===== config.mk =====
export PLATFORM = sky130hd
export DESIGN_NAME = minmax_grant_sched
export DESIGN_NICKNAME = d
export VERILOG_FILES = /design/src/rtl/minmax_grant_sched.sv
export SDC_FILE = /design/constraint.sdc
export NUM_CORES = 1
export LEC_CHECK = 0
export BUFFER_PORTS_ARGS = -buffer_cell sky130_fd_sc_hd__clkbuf_2
export CORE_ASPECT_RATIO = 0.7
export CORE_MARGIN = 10
export CORE_UTILIZATION = 40
export CTS_BUF_LIST = sky130_fd_sc_hd__clkbuf_8
export DETAILED_ROUTE_END_ITERATION = 10
export HOLD_SLACK_MARGIN = 0.03
export PLACE_DENSITY_LB_ADDON = 0.12
export REMOVE_ABC_BUFFERS = 1
export SKIP_CTS_REPAIR_TIMING = 1
export SLEW_MARGIN = 20
export SYNTH_ARGS = -nofsm -noshare
export SYNTH_HDL_FRONTEND = slang
export SYNTH_SLANG_ARGS = --single-unit

===== constraint.sdc =====
create_clock -name clk -period 7 [get_ports clk]
set_input_delay 1.4 -clock clk [delete_from_list [all_inputs] [get_ports clk]]
set_output_delay 1.4 -clock clk [all_outputs]
set_load 0.05 [all_outputs]

===== src/rtl/minmax_grant_sched.sv =====
// Four-requester min/max key scheduler: snapshot, arbitrate, grant handshake,
// then hold the shared resource until done or the watchdog expires.
module minmax_grant_sched #(
    parameter int WIDTH   = 8,
    parameter int TIMEOUT = 255
) (
    input  logic               clk,
    input  logic               rst,
    input  logic [3:0]         req,
    input  logic [4*WIDTH-1:0] key,
    input  logic               tc,
    input  logic               max_mode,
    output logic               gnt_valid,
    output logic [1:0]         gnt_idx,
    output logic [3:0]         gnt_onehot,
    output logic [WIDTH-1:0]   gnt_key,
    input  logic               gnt_ack,
    output logic               busy,
    input  logic               done,
    output logic               timeout
);

    typedef enum logic [1:0] {IDLE, EVAL, GRANT, BUSY} state_t;

    localparam logic [15:0] WD_LAST = 16'(TIMEOUT - 1);

    state_t             state, state_next;
    logic [3:0]         snap_req;
    logic [4*WIDTH-1:0] snap_key;
    logic               snap_tc;
    logic               snap_max;
    logic [15:0]        wd;
    logic               wd_expire;

    logic [1:0]         win_idx;
    logic [WIDTH-1:0]   win_key;
    logic [WIDTH-1:0]   best;
    logic [WIDTH-1:0]   ord;
    logic [WIDTH-1:0]   sign_flip;
    logic               found;

    // Flipping the MSB maps two's complement order onto unsigned order,
    // so one unsigned comparator serves both modes.
    always_comb begin
        win_idx   = '0;
        best      = '0;
        ord       = '0;
        found     = 1'b0;
        sign_flip = {snap_tc, {(WIDTH-1){1'b0}}};
        for (int unsigned i = 0; i < 4; i++) begin
            ord = snap_key[i*WIDTH +: WIDTH] ^ sign_flip;
            if (snap_req[i] && (!found || (snap_max ? (ord > best) : (ord < best)))) begin
                found   = 1'b1;
                best    = ord;
                win_idx = i[1:0];
            end
        end
        win_key = snap_key[win_idx*WIDTH +: WIDTH];
    end

    assign wd_expire = (state == BUSY) && !done && (wd == WD_LAST);

    always_comb begin
        state_next = state;
        case (state)
            IDLE:  if (|req) state_next = EVAL;
            EVAL:  state_next = GRANT;
            GRANT: if (gnt_ack) state_next = BUSY;
            BUSY:  if (done || wd_expire) state_next = IDLE;
            default: state_next = IDLE;
        endcase
    end

    always_ff @(posedge clk) begin
        if (rst) begin
            state      <= IDLE;
            snap_req   <= '0;
            snap_key   <= '0;
            snap_tc    <= 1'b0;
            snap_max   <= 1'b0;
            wd         <= '0;
            gnt_idx    <= '0;
            gnt_key    <= '0;
            gnt_onehot <= '0;
            timeout    <= 1'b0;
        end else begin
            state   <= state_next;
            timeout <= wd_expire;
            case (state)
                IDLE: begin
                    if (|req) begin
                        snap_req <= req;
                        snap_key <= key;
                        snap_tc  <= tc;
                        snap_max <= max_mode;
                    end
                end
                EVAL: begin
                    gnt_idx    <= win_idx;
                    gnt_key    <= win_key;
                    gnt_onehot <= 4'b0001 << win_idx;
                end
                GRANT: begin
                    if (gnt_ack) wd <= '0;
                end
                BUSY: begin
                    if (done || wd_expire) gnt_onehot <= '0;
                    else                   wd <= wd + 16'd1;
                end
                default: ;
            endcase
        end
    end

    assign gnt_valid = (state == GRANT);
    assign busy      = (state == BUSY);

endmodule

==> reports/metrics.cfg <==
[setup_path]
worstSetupPathType=register to register
worst_setup_path_end_kind=register
cp-start-kind=register
cp.arrival_ps=6500
critPathRequiredTime_ps=7240
ff2ff_setup_slack_ps=740
cp_max_fo=18

[synth]
synth_seq_cells=71
synth_cells=499
synth_edf_count=0
yosysSeqAreaShare=0.3557
yosysTopAreaCell=dfxtp_1
asyncSetResetFlopFracSynth=0
yosys-top-cells-area=dfxtp_1 (36%), ha_1 (9.7%), nand2_1 (8.5%)
netlist-cell-type-count=49
synth_top_cell_area_share=0.3557
yosysWarningCount=0
synth_area_um2=3996
ys_dominant_reg_cell=dfxtp_1
syn_area_per_cell_um2=8.009

[grt]
grt_max_degree=59
antenna_found_initial=0
grt_pass1_wl_um=18000
grt_overflow=0
grt_pass1_vias=3545
grt_util_all_layers=0.1486

[floorplan]
ios=59
rows=30
dieArea_um2=14450
die_x_um=139.5
initial_utilization=0.4111
die_h_um=103.6
core_um2=9722

[run]
max_cap_violations=0

[clocking]
root_buffer=clkbuf_8
cts_inserted_buffers=9
clk_pin_slew_ps=80
cts_tree=built
clockBufferDepth=2
cts_max_level=3
clk_latency_ps=360
cts_sinks=71

[sta]
fmax_mhz=159.7
rsz0062_at_grt=no
worst_pin_slew_ps=1010
hold_viol_final=0
tns_ps=0
fin_crit_sh=0.8943
finClkSkew_ps=12.39
maxSlewViolCount=0
period_needed_ps=6260
setup_viol=0
slew-limit-headroom=0.3227

[finish]
diodes=0
final_area_um2=4638
fillCellCount=999
drive_gt1_frac=0.1826
seqCellArea_um2=1421
multi_input_area_um2=2409
area_growth_pct=16.06
nNetsFinal=621

[place]
placed_area_um2=4392
portBuffers=58
place_congestion=0.8352
place_hpwl_um=8028

[detailed_routing]
drc_errors=0
avgViaCountPerCell=5.233
routed_wl_um=10640
drtIter0Drc=238
vias=3564
first_pass_iters=4
antenna_violating_nets_post_route=0
wl_per_cell_um=15.63

[power_and_ir_drop]
ir_worst_vdd_mv=0.1792
power_density_nw_per_um2=420.3
power_w=0.001949
leakage_nw=1.905

[status]
outcome=finished clean

[hold_path]
hp-class=register to register

## Yosys cell counts, types with 2 or more instances
| cell | number |
|---|---|
| o21ai_0 | 5 |
| and2_1 | 10 |
| nand4_1 | 10 |
| clkbuf_1 | 18 |
| ha_1 | 31 |
| o211ai_2 | 2 |
| nor3_1 | 13 |
| or3_1 | 2 |
| a21o_1 | 2 |
| mux2_2 | 8 |
| nand3_1 | 12 |
| a211oi_1 | 13 |
| nor2_1 | 48 |
| o21ai_2 | 3 |
| mux2i_1 | 2 |
| o41a_1 | 8 |
| nor2b_1 | 7 |
| and3_1 | 5 |
| inv_1 | 20 |
| xnor2_1 | 3 |
| o211ai_1 | 10 |
| and4_1 | 2 |
| xor2_1 | 15 |
| buf_2 | 6 |
| dfxtp_1 | 71 |
| a22oi_1 | 4 |
| a21boi_1 | 6 |
| nand2b_1 | 2 |
| nand2_1 | 91 |
| a21oi_1 | 51 |
## cell type report
cell class	count	area share
Tap cell	128	0.03453
Multi-Input combinational cell	382	0.5193
Clock inverter	7	0.02455
Inverter	20	0.01619
Clock buffer	9	0.02671
Sequential cell	71	0.3064
Timing Repair Buffer	64	0.07230
## final timing paths
kind / start / to / cells past startpoint
min: gnt_onehot[1] / gnt_onehot[1] / 2
max reg2reg: snap_req[0] / gnt_key[5] / 25
max: snap_req[0] / gnt_key[5] / 25
min reg2reg: gnt_onehot[1] / gnt_onehot[1] / 2
## per-stage QoR
| step | hold WS [ps] | cells | setup WS (ps) | util |
|---|---|---|---|---|
| global route | 483.0 | 681 | 242.2 | 0.4771 |
| global placement | 457.1 | 665 | 961.6 | 0.4517 |
| floorplan | 438.7 | 473 | 542.8 | - |
| detailed placement | 460.3 | 665 | 791.5 | 0.4517 |
| finish | 463.5 | 681 | 740.1 | 0.4771 |
| CTS | 469.7 | 681 | 786.3 | 0.4762 |
## report_power, final
group          switching, W  internal, W  total [W]
sequential         0.000107     0.000506   0.000612
combinational      0.000619     0.000327   0.000946
clock              0.000156     0.000235   0.000391
total              0.000882      0.00107    0.00195
## cells in the final DEF, fill, tap and decap left out, drive strengths merged, types with 3 or more instances in the layout
| master | synthesis | layout |
|---|---|---|
| clkbuf | 18 | 67 |
| buf | 8 | 6 |
| o41a | 8 | 8 |
| ha | 31 | 31 |
| bufinv | 0 | 3 |
| nor3 | 13 | 13 |
| a22oi | 4 | 4 |
| nand2 | 92 | 92 |
| nand4 | 10 | 10 |
| and3 | 5 | 5 |
| a211oi | 13 | 13 |
| nor2 | 48 | 48 |
| mux2 | 8 | 8 |
| nor2b | 8 | 8 |
| xor2 | 15 | 15 |
| o21ai | 8 | 8 |
| a21boi | 6 | 6 |
| nand3 | 12 | 12 |
| a21oi | 51 | 51 |
| o211ai | 12 | 12 |
| inv | 20 | 22 |
| dfxtp | 71 | 71 |
| and2 | 10 | 10 |
| xnor2 | 3 | 3 |
## flip-flops by register name, summed over array words and instances, names as in the netlist, 2 cells and up
| signal | flops |
|---|---|
| snap_req | 4 |
| wd | 16 |
| gnt_onehot | 4 |
| gnt_idx | 2 |
| gnt_key | 8 |
| snap_key | 32 |
| state | 2 |
## routing by layer
metal  vias to the layer above  routed length [um]  GRT usage
met4                         0                 109    0.04012
met3                         9                 557    0.04790
met1                      1640                5710     0.2135
li1                       1843                   -          -
met5                         -                   0          0
met2                        72                4267     0.2045
## critical path: stages, from the launching register on
cell	delay, ps
dfxtp_1	600
nand2_1	110
ha_1	300
nor2b_2	160
o211ai_2	140
a21oi_1	130
o211ai_2	470
and3_1	430
a21boi_1	140
ha_1	300
nor2b_1	140
o211ai_1	100
a21o_1	180
a31o_2	260
o21ai_2	100
buf_4	250
mux2_2	360
ha_1	280
nor2b_1	130
o211ai_1	170
a21oi_1	110
or3_1	330
a31oi_2	200
buf_4	240
a211oi_1	80
o41a_1	430
## cell families (layout without fill, tap and decap cells)
family                   count (synthesis)  in the layout  synth area share
AND/OR/NAND/NOR                        210            210            0.2392
AO/OA/AOI/OAI                          113            113            0.1951
flip-flops                              71             71            0.3557
buffers and inverters                   46            100           0.04602
adder cells (fa/ha/maj)                 31             31           0.09706
XOR/XNOR                                18             18           0.03945
multiplexers                            10             10           0.02755
Power figures use the tool's default switching activity.
